===== config.mk =====
export PLATFORM = sky130hd
export DESIGN_NAME = lif_neuron_array_flat
export DESIGN_NICKNAME = d
export VERILOG_FILES = /design/src/rtl/lif_pkg.sv /design/src/rtl/lif_neuron_array_if.sv /design/src/rtl/lif_cell.sv /design/src/rtl/lif_neuron_array.sv /design/src/flat_wrapper.sv
export SDC_FILE = /design/constraint.sdc
export NUM_CORES = 1
export LEC_CHECK = 0
export ABC_AREA = 1
export BUFFER_PORTS_ARGS = -buffer_cell sky130_fd_sc_hd__buf_2
export CAP_MARGIN = 10
export CELL_PAD_IN_SITES_DETAIL_PLACEMENT = 2
export CELL_PAD_IN_SITES_GLOBAL_PLACEMENT = 2
export CORE_ASPECT_RATIO = 0.75
export CORE_MARGIN = 2
export CORE_UTILIZATION = 35
export CTS_CLUSTER_SIZE = 40
export DETAILED_ROUTE_END_ITERATION = 6
export GPL_ROUTABILITY_DRIVEN = 0
export PLACE_DENSITY_LB_ADDON = 0.1
export SLEW_MARGIN = 20
export SYNTH_ARGS = -nofsm -noshare
export SYNTH_HDL_FRONTEND = slang
export SYNTH_SLANG_ARGS = --single-unit

===== constraint.sdc =====
create_clock -name clk -period 6.68 [get_ports clk]
set_clock_uncertainty 0.2 [all_clocks]
set_input_delay 1.336 -clock clk [delete_from_list [all_inputs] [get_ports clk]]
set_output_delay 1.336 -clock clk [all_outputs]
set_load 0.005 [all_outputs]

===== src/rtl/lif_pkg.sv =====
`default_nettype none
// ============================================================================
//  Module      : lif_pkg
//  Description : Shared types and constants for the LIF neuron array.
//  Revision    : 1.0 - initial release
// ============================================================================
package lif_pkg;

    typedef enum logic [0:0] {
        INTEGRATE = 1'b0,
        REFRACT   = 1'b1
    } lif_state_t;

    localparam int              c_CNT_W         = 8;
    localparam int              c_DEF_WIDTH     = 16;
    localparam logic [15:0]     c_DEF_THRESHOLD = 16'h8000;

endpackage : lif_pkg
`default_nettype wire


===== src/rtl/lif_neuron_array_if.sv =====
`default_nettype none
// ============================================================================
//  Module      : lif_neuron_array_if
//  Description : Current-in / spike-out bundle plus membrane readout port.
//  Revision    : 1.0 - initial release
// ============================================================================
interface lif_neuron_array_if #(
    parameter int N_NEURONS = 4,
    parameter int WIDTH     = 16
) ();

    localparam int c_SEL_W = (N_NEURONS > 1) ? $clog2(N_NEURONS) : 1;

    logic                           in_valid;
    logic [N_NEURONS*WIDTH-1:0]     in_current;
    logic [N_NEURONS-1:0]           spike;
    logic                           out_valid;
    logic [c_SEL_W-1:0]             mem_sel;
    logic [WIDTH-1:0]               mem_out;

    modport master (
        output in_valid, in_current, mem_sel,
        input  spike, out_valid, mem_out
    );

    modport slave (
        input  in_valid, in_current, mem_sel,
        output spike, out_valid, mem_out
    );

endinterface : lif_neuron_array_if
`default_nettype wire


===== src/rtl/lif_cell.sv =====
`default_nettype none
// ============================================================================
//  Module      : lif_cell
//  Description : One leaky integrate-and-fire neuron with refractory counter.
//                Leak is compiled in only when LIF_LEAK_EN is defined.
//  Revision    : 1.0 - initial release
// ============================================================================
module lif_cell
    import lif_pkg::*;
#(
    parameter int               WIDTH          = c_DEF_WIDTH,
    parameter logic [WIDTH-1:0] THRESHOLD      = WIDTH'(c_DEF_THRESHOLD),
    parameter int               LEAK_SHIFT     = 4,
    parameter int               REFRACT_CYCLES = 2
) (
    input  wire logic               clk,
    input  wire logic               rst,
    input  wire logic               i_valid,
    input  wire logic [WIDTH-1:0]   i_current,
    output logic                    o_spike,
    output logic [WIDTH-1:0]        o_v
);

`ifdef LIF_LEAK_EN
    localparam bit c_LEAK_EN = 1'b1;
`else
    localparam bit c_LEAK_EN = 1'b0;
`endif

    localparam logic [c_CNT_W-1:0] c_REFRACT = REFRACT_CYCLES[c_CNT_W-1:0];
    localparam logic [c_CNT_W-1:0] c_ONE     = 1;

    lif_state_t             r_state, w_state_nxt;
    logic [WIDTH-1:0]       r_v, w_v_nxt;
    logic [c_CNT_W-1:0]     r_cnt, w_cnt_nxt;
    logic                   r_spike, w_spike_nxt;

    logic [WIDTH-1:0]       w_leak;
    logic [WIDTH:0]         w_sum;
    logic                   w_fire;

    // Leak never exceeds v, so the subtraction cannot borrow; the extra
    // carry bit keeps a large current from wrapping below threshold.
    assign w_leak = c_LEAK_EN ? (r_v >> LEAK_SHIFT) : '0;
    assign w_sum  = {1'b0, r_v} - {1'b0, w_leak} + {1'b0, i_current};
    assign w_fire = (w_sum >= {1'b0, THRESHOLD});

    always_ff @(posedge clk) begin
        if (rst) begin
            r_state <= INTEGRATE;
            r_v     <= '0;
            r_cnt   <= '0;
            r_spike <= 1'b0;
        end else begin
            r_state <= w_state_nxt;
            r_v     <= w_v_nxt;
            r_cnt   <= w_cnt_nxt;
            r_spike <= w_spike_nxt;
        end
    end

    always_comb begin
        w_state_nxt = r_state;
        w_v_nxt     = r_v;
        w_cnt_nxt   = r_cnt;
        w_spike_nxt = 1'b0;
        case (r_state)
            INTEGRATE: begin
                if (i_valid) begin
                    if (w_fire) begin
                        w_spike_nxt = 1'b1;
                        w_v_nxt     = '0;
                        if (c_REFRACT != '0) begin
                            w_state_nxt = REFRACT;
                            w_cnt_nxt   = c_REFRACT;
                        end
                    end else begin
                        w_v_nxt = w_sum[WIDTH-1:0];
                    end
                end
            end
            REFRACT: begin
                w_v_nxt   = '0;
                w_cnt_nxt = r_cnt - c_ONE;
                if (r_cnt <= c_ONE) begin
                    w_state_nxt = INTEGRATE;
                    w_cnt_nxt   = '0;
                end
            end
            default: begin
                w_state_nxt = INTEGRATE;
                w_v_nxt     = '0;
                w_cnt_nxt   = '0;
            end
        endcase
    end

    assign o_spike = r_spike;
    assign o_v     = r_v;

endmodule : lif_cell
`default_nettype wire


===== src/rtl/lif_neuron_array.sv =====
`default_nettype none
// ============================================================================
//  Module      : lif_neuron_array
//  Description : N independent LIF neurons, valid-delay flop and membrane
//                readout mux. Leak enabled by defining LIF_LEAK_EN.
//  Revision    : 1.0 - initial release
// ============================================================================
module lif_neuron_array
    import lif_pkg::*;
#(
    parameter int               N_NEURONS      = 4,
    parameter int               WIDTH          = c_DEF_WIDTH,
    parameter logic [WIDTH-1:0] THRESHOLD      = WIDTH'(c_DEF_THRESHOLD),
    parameter int               LEAK_SHIFT     = 4,
    parameter int               REFRACT_CYCLES = 2
) (
    input  wire logic           clk,
    input  wire logic           rst,
    lif_neuron_array_if.slave   bus
);

    localparam int c_SEL_W = (N_NEURONS > 1) ? $clog2(N_NEURONS) : 1;

    logic [N_NEURONS-1:0]   w_spike;
    logic [WIDTH-1:0]       w_v [N_NEURONS];
    logic                   r_out_valid;
    logic [WIDTH-1:0]       w_mem_out;

    for (genvar gi = 0; gi < N_NEURONS; gi++) begin : g_cell
        lif_cell #(
            .WIDTH          (WIDTH),
            .THRESHOLD      (THRESHOLD),
            .LEAK_SHIFT     (LEAK_SHIFT),
            .REFRACT_CYCLES (REFRACT_CYCLES)
        ) u_cell (
            .clk        (clk),
            .rst        (rst),
            .i_valid    (bus.in_valid),
            .i_current  (bus.in_current[gi*WIDTH +: WIDTH]),
            .o_spike    (w_spike[gi]),
            .o_v        (w_v[gi])
        );
    end

    always_ff @(posedge clk) begin
        if (rst) begin
            r_out_valid <= 1'b0;
        end else begin
            r_out_valid <= bus.in_valid;
        end
    end

    // Selects outside the populated channels read back as zero.
    always_comb begin
        w_mem_out = '0;
        for (int i = 0; i < N_NEURONS; i++) begin
            if (bus.mem_sel == c_SEL_W'(i)) begin
                w_mem_out = w_v[i];
            end
        end
    end

    assign bus.spike     = w_spike;
    assign bus.out_valid = r_out_valid;
    assign bus.mem_out   = w_mem_out;

endmodule : lif_neuron_array
`default_nettype wire

===== src/flat_wrapper.sv =====
// flat-port wrapper written by rule: the top's interface ports become plain ports
module lif_neuron_array_flat import lif_pkg::*;
#(
    parameter int               N_NEURONS      = 4,
    parameter int               WIDTH          = c_DEF_WIDTH,
    parameter logic [WIDTH-1:0] THRESHOLD      = WIDTH'(c_DEF_THRESHOLD),
    parameter int               LEAK_SHIFT     = 4,
    parameter int               REFRACT_CYCLES = 2
)
  (clk, rst, bus_in_valid, bus_in_current, bus_mem_sel, bus_spike, bus_out_valid, bus_mem_out);
  lif_neuron_array_if #(.N_NEURONS(N_NEURONS), .WIDTH(WIDTH)) bus_i ();
  input  wire logic clk;
  input  wire logic rst;
  input wire logic [$bits(bus_i.in_valid)-1:0] bus_in_valid;
  input wire logic [$bits(bus_i.in_current)-1:0] bus_in_current;
  input wire logic [$bits(bus_i.mem_sel)-1:0] bus_mem_sel;
  output wire logic [$bits(bus_i.spike)-1:0] bus_spike;
  output wire logic [$bits(bus_i.out_valid)-1:0] bus_out_valid;
  output wire logic [$bits(bus_i.mem_out)-1:0] bus_mem_out;
  assign bus_i.in_valid = bus_in_valid;
  assign bus_i.in_current = bus_in_current;
  assign bus_i.mem_sel = bus_mem_sel;
  assign bus_spike = bus_i.spike;
  assign bus_out_valid = bus_i.out_valid;
  assign bus_mem_out = bus_i.mem_out;
  lif_neuron_array #(.N_NEURONS(N_NEURONS), .WIDTH(WIDTH), .THRESHOLD(THRESHOLD), .LEAK_SHIFT(LEAK_SHIFT), .REFRACT_CYCLES(REFRACT_CYCLES)) u_core (.clk(clk), .rst(rst), .bus(bus_i));
endmodule

# Word-level counts from Yosys, hierarchy flattened
# Cells that the tools add are included.
dict set report totals {
  reg_bits 105
  word_cells 105
}
dict set report classes {
  n_reduce_logical 9
  n_eq_ne 11
  n_addsub 8
  n_mux 48
  order_cmp 8
  bitwise 4
}
# cell n
set op_table {}
lappend op_table {{$mux 16} 12}
lappend op_table {{$pmux 16 s2} 4}
lappend op_table {{$mux 8} 12}
lappend op_table {{$add 16x16->17} 4}
lappend op_table {{$ge 17x16->1 const B} 4}
lappend op_table {{$pmux 8 s2} 4}
lappend op_table {{$le 8x1->1 const B} 4}
lappend op_table {{$sub 8x1->8 const B} 4}
lappend op_table {{$ne 2x2->1 const B} 8}
lappend op_table {{$mux 1} 12}
lappend op_table {{$pmux 1 s2} 4}
lappend op_table {{$reduce_and 2->1} 4}
lappend op_table {{$reduce_or 2->1} 4}
lappend op_table {{$eq 2x2->1 const B} 2}
lappend op_table {{$not 1->1} 4}
lappend op_table {{$eq 2x1->1 const B} 1}
lappend op_table {{$logic_not 2->1} 1}

# Depth between registers and ports, before layout
dict set report logic_depth {
  ltp_word 5
  mapped_depth 15
}

# Hierarchy
# From an unflattened synthesis, not the netlist that was laid out.
dict set report hier_totals {
  hier_cells 1260
  area_unflattened_um2 8639.5
}
# mod cells_each area_each_um2 n_inst seq_area_each_um2
set modules_own_cells {}
lappend modules_own_cells {{lif_cell at u_core.g_cell[0].u_cell ...} 294 2038.2 3 520.5}
lappend modules_own_cells {{lif_cell at u_core.g_cell[3].u_cell} 281 1970.6 1 520.5}
lappend modules_own_cells {lif_neuron_array 97 554.3 1 20.0}

# Worst setup path before layout
# No wires, ideal clock.
dict set report synth_path {
  path_type {input-to-output}
  start {in bus_mem_sel[1]}
  end {out bus_mem_out[11]}
  stages 5
  path_slack_ns 2.920
  t_arrival_ns 2.224
  cell_sequence {inv_1 nor2_1 clkbuf_1 nand2_1 a21oi_1}
}
dict set report synth_between {
  elab_chain_len 5
}
# item line
set synth_rtl {}
lappend synth_rtl {{from (decl)} flat_wrapper.sv:16} ;# input wire logic [$bits(bus_i.mem_sel)-1:0] bus_mem_sel;
lappend synth_rtl {{$logic_not 2->1} lif_neuron_array.sv:57} ;# if (bus.mem_sel == c_SEL_W'(i)) begin
lappend synth_rtl {{$mux 16 (3 in a row)} lif_neuron_array.sv:57}
lappend synth_rtl {{$mux 16 *} lif_neuron_array.sv:57}
lappend synth_rtl {{to (decl)} flat_wrapper.sv:19} ;# output wire logic [$bits(bus_i.mem_out)-1:0] bus_mem_out;
# Every way passes the cells marked *; elsewhere a longest branch is shown, timed or not.

# Worst setup path in the final report
dict set report layout_path {
  start {in bus_mem_sel[1]}
  end {out bus_mem_out[10]}
}
# The elaborated chain is that of the path after synthesis.

==> metrics.md <==
| Metric | Value |
|---|---|
| Layout cells sized above 1 | between 10% and 20% |
| Clock slew at the register clock pins of the worst setup and hold paths | around 0.080 ns |
| Core area | 0.0222 mm^2 |
| HP Start | u_core.g_cell[3].u_cell.r_cnt[0] |
| Slew @ Worst Pin | 1.11 ns |
| CTS tree | built |
| Initial antenna violation count | 0 |
| PwrDens | 235 mW/mm^2 |
| Synthesized cell area | ~0.0080 mm^2 |
| DP HPWL | 23.9 mm |
| Avg Cell Area, Syn | 6.54 um^2 |
| Worst Setup End Kind | output pin |
| Achievable Freq | 212 MHz |
| Yosys warnings | 0 |
| Post-CTS Hold Fix Bufs | 0 |
| Num CTS Buffers | 9 |
| Reg2Reg Launch Point | u_core.g_cell[2].u_cell.o_v[0] |
| Switching Power | ~880 uW |
| Slew headroom | 25.5% |
| Wire per inst | about 19 um |
| Antenna Nets Post-Route | 0 |
| DRT Wirelength | 29.7 mm |
| Hold endpoint | u_core.g_cell[3].u_cell.r_cnt[0] |
| Drc violations | 0 |
| Critical path class | input port to output pin |
| Total iterations of the first detailed-routing run | 4 |
| CTS Sinks | between 100 and 150 |
| Buffers on Ports | just under 90 |
| Die height | 135 um |
| Gate power share | 37.7% |
| Layout area overhead | 12.5% |
| Clk Latency, worst-skew pair | 0.37 ns |
| First-pass GRT wire length | 47.5 mm |
| Worst R2R Path Depth | 11 |
| CP Max Fanout | 16 |
| Tmin final | 4.72 ns |
| Final nets | between 1k and 1.5k |
| Reported max-cap violation count | 0 |
| Synthesized Nets | 1,364 |
| DP Area | 0.00868 mm^2 |
| H-tree levels | 3 |
| Max Slew Vio Count | 0 |
| RSZ-0062 raised after global routing | false |
| Final Setup Violations | 0 |
| Fin area | 0.00897 mm^2 |
| Root buffer cell | clkbuf_16 |
| FF-to-FF setup slack | roughly 4.0 ns |
| Period utilization | 70.6% |
| Yosys cell types | 40 |
| Area of the multi-input gates | 0.00522 mm^2 |
| Initial drt markers | about 350 |
| Mapped Cells | 1,219 |
| Seq pwr share | approximately 36% |
| Row Count | 47 |
| Sequential Area | around 0.0021 mm^2 |
| Post-CTS Setup Inserts | 0 |
| Critical path data required time | 5.14 ns |
| Fillers | between 2k and 3k |
| Critical path data arrival time | 3.18 ns |
| Die Area | roughly 0.024 mm^2 |
| Setup TNS | 0 ns |
| Type of the tightest min-delay check | flop to flop |
| Die X | 178 um |
| Worst hold margin | 0.296 ns |
| Largest net degree at the start of global routing | 62 |
| Leak Pwr | 0.00443 uW |
| Congestion Overflow GR | 0 |
| Clock group share of total power | 25.9% |
| Worst hold stages | 2 |
| Sequential share of the synthesized area | 26.4% |
| Initial Util | a little over a third |
| Max IR drop VDD | 0.135 mV |
| GRT Overall Usage | 25.5% |
| Switching Fraction | roughly two fifths |
| Final Hold Fails | 0 |
| FF-to-FF End | u_core.g_cell[2].u_cell.r_cnt[2] |
| Antenna cells | 0 |
| Status | finished clean |
| Startpoint class of the critical path | input port |
| Clk buf depth | 2 |
| I/O pin count | 90 |
| Vias in the first global route | 8,776 |
| Vias per Instance | 5.20 |
| Vias | 8,294 |
| CTS resizes | 0 |
| Pint | around 1200 uW |
| FF+latch count, synth | 105 |
==> power by group through the flow <==
stage               combinational [uW]  sequential (uW)  clock [uW]
global placement                   761              779           0
finish                             796              767         547
global route                       908              773         585
detailed placement                 793              780           0
floorplan                          580              740           0
CTS                                803              766         564
==> placed cells by master, fill, tap and decap left out, drive strengths merged, types with 5 or more instances in the layout <==
cell / instances
o21ai: 54
inv: 135
nor3: 21
ha: 72
nor4: 5
a21oi: 143
or2: 7
xor2: 35
nand3: 82
xnor2: 13
clkbuf: 9
a21boi: 5
dfxtp: 105
clkinv: 5
buf: 95
nand4: 10
nor2: 112
a221oi: 9
o21bai: 9
nand2: 358
==> worst max-delay path by stage <==
stage / endpoint / cells after the start / startpoint / slack (ns)
2_1_floorplan: bus_mem_out[11] / 5 / bus_mem_sel[1] / 2.92
5_1_grt: bus_mem_out[10] / 6 / bus_mem_sel[1] / 1.84
3_5_place_dp: bus_mem_out[10] / 6 / bus_mem_sel[1] / 1.98
4_1_cts: bus_mem_out[10] / 6 / bus_mem_sel[1] / 1.98
6_report: bus_mem_out[10] / 6 / bus_mem_sel[1] / 1.96
3_3_place_gp: bus_mem_out[10] / 6 / bus_mem_sel[1] / 2.06
==> per-layer routing <==
metal / up-vias / global-route usage [%] / share of wire (%)
met4: 0 / 3.93 / 0.74
met3: 13 / 2.87 / 4.0
met2: 128 / 42.0 / 45
li1: 4152 / - / -
met1: 4001 / 36.5 / 50
met5: - / 0 / 0
==> registers in the layout (all words and copies together) (netlist names) <==
| register | flops |
|---|---|
| u_core.g_cell.u_cell.o_spike | 4 |
| u_core.g_cell.u_cell.r_state | 4 |
| u_core.g_cell.u_cell.o_v | 64 |
| u_core.g_cell.u_cell.r_cnt | 32 |
| u_core.bus.out_valid | 1 |
==> cells by family (layout without fill, tap and decap cells) <==
| group | count (synthesis) | in the layout | share of synthesized area [%] |
|---|---|---|---|
| flops | 105 | 105 | 26.4 |
| xor+xnor | 48 | 48 | 5.27 |
| fa+ha+maj | 76 | 76 | 12.3 |
| buf+inv | 162 | 244 | 8.19 |
| compound gates | 230 | 230 | 16.2 |
| simple gates | 598 | 598 | 31.6 |
==> cells in the mapped netlist (all sizes together) <==
library cell / number / share of area [%]
nand3: 82 / 5.3
o2111ai: 2 / 0.22
a21o: 4 / 0.38
and2: 1 / 0.078
a31oi: 1 / 0.078
o31ai: 1 / 0.094
nor2: 112 / 5.4
nor3: 21 / 1.4
nand4: 10 / 0.78
a221oi: 9 / 0.99
clkbuf: 18 / 0.85
a22o: 1 / 0.11
dfxtp: 105 / 26
clkinv: 2 / 0.13
nand3b: 2 / 0.19
inv: 131 / 6.2
ha: 72 / 11
xor2: 35 / 3.8
or2: 7 / 0.55
fa: 4 / 1.0
nand2: 358 / 18
xnor2: 13 / 1.4
a21oi: 143 / 9.6
nor4: 5 / 0.39
o21bai: 9 / 0.85
o22ai: 1 / 0.078
o21ai: 54 / 3.4
buf: 11 / 1.1
a21boi: 5 / 0.47
==> worst max-delay path: stages <==
cell and delay, ns:
buf_2 0.11, inv_1 0.12, nor2_1 0.86, a221oi_1 0.21, a21oi_1 0.35, buf_2 0.18
==> area by class of cell <==
class                   instances  area share, %
clock buffers                   9           2.51
clock inverters                 7          0.683
inverters                     133           5.59
multi-input cells             952           58.2
flip-flops and latches        105           23.4
well taps                     294           4.10
repair buffers                 95           5.47
==> through the flow <==
step	power (uW)	std cells	worst slack, ns	util (%)
CTS	2130	1595	1.98	40.3
floorplan	1320	1219	2.92	-
global placement	1540	1579	2.06	39.1
finish	2110	1595	1.96	40.4
global route	2270	1595	1.84	40.4
detailed placement	1570	1579	1.98	39.1
Note: power is estimated with default switching activity, not from simulation.
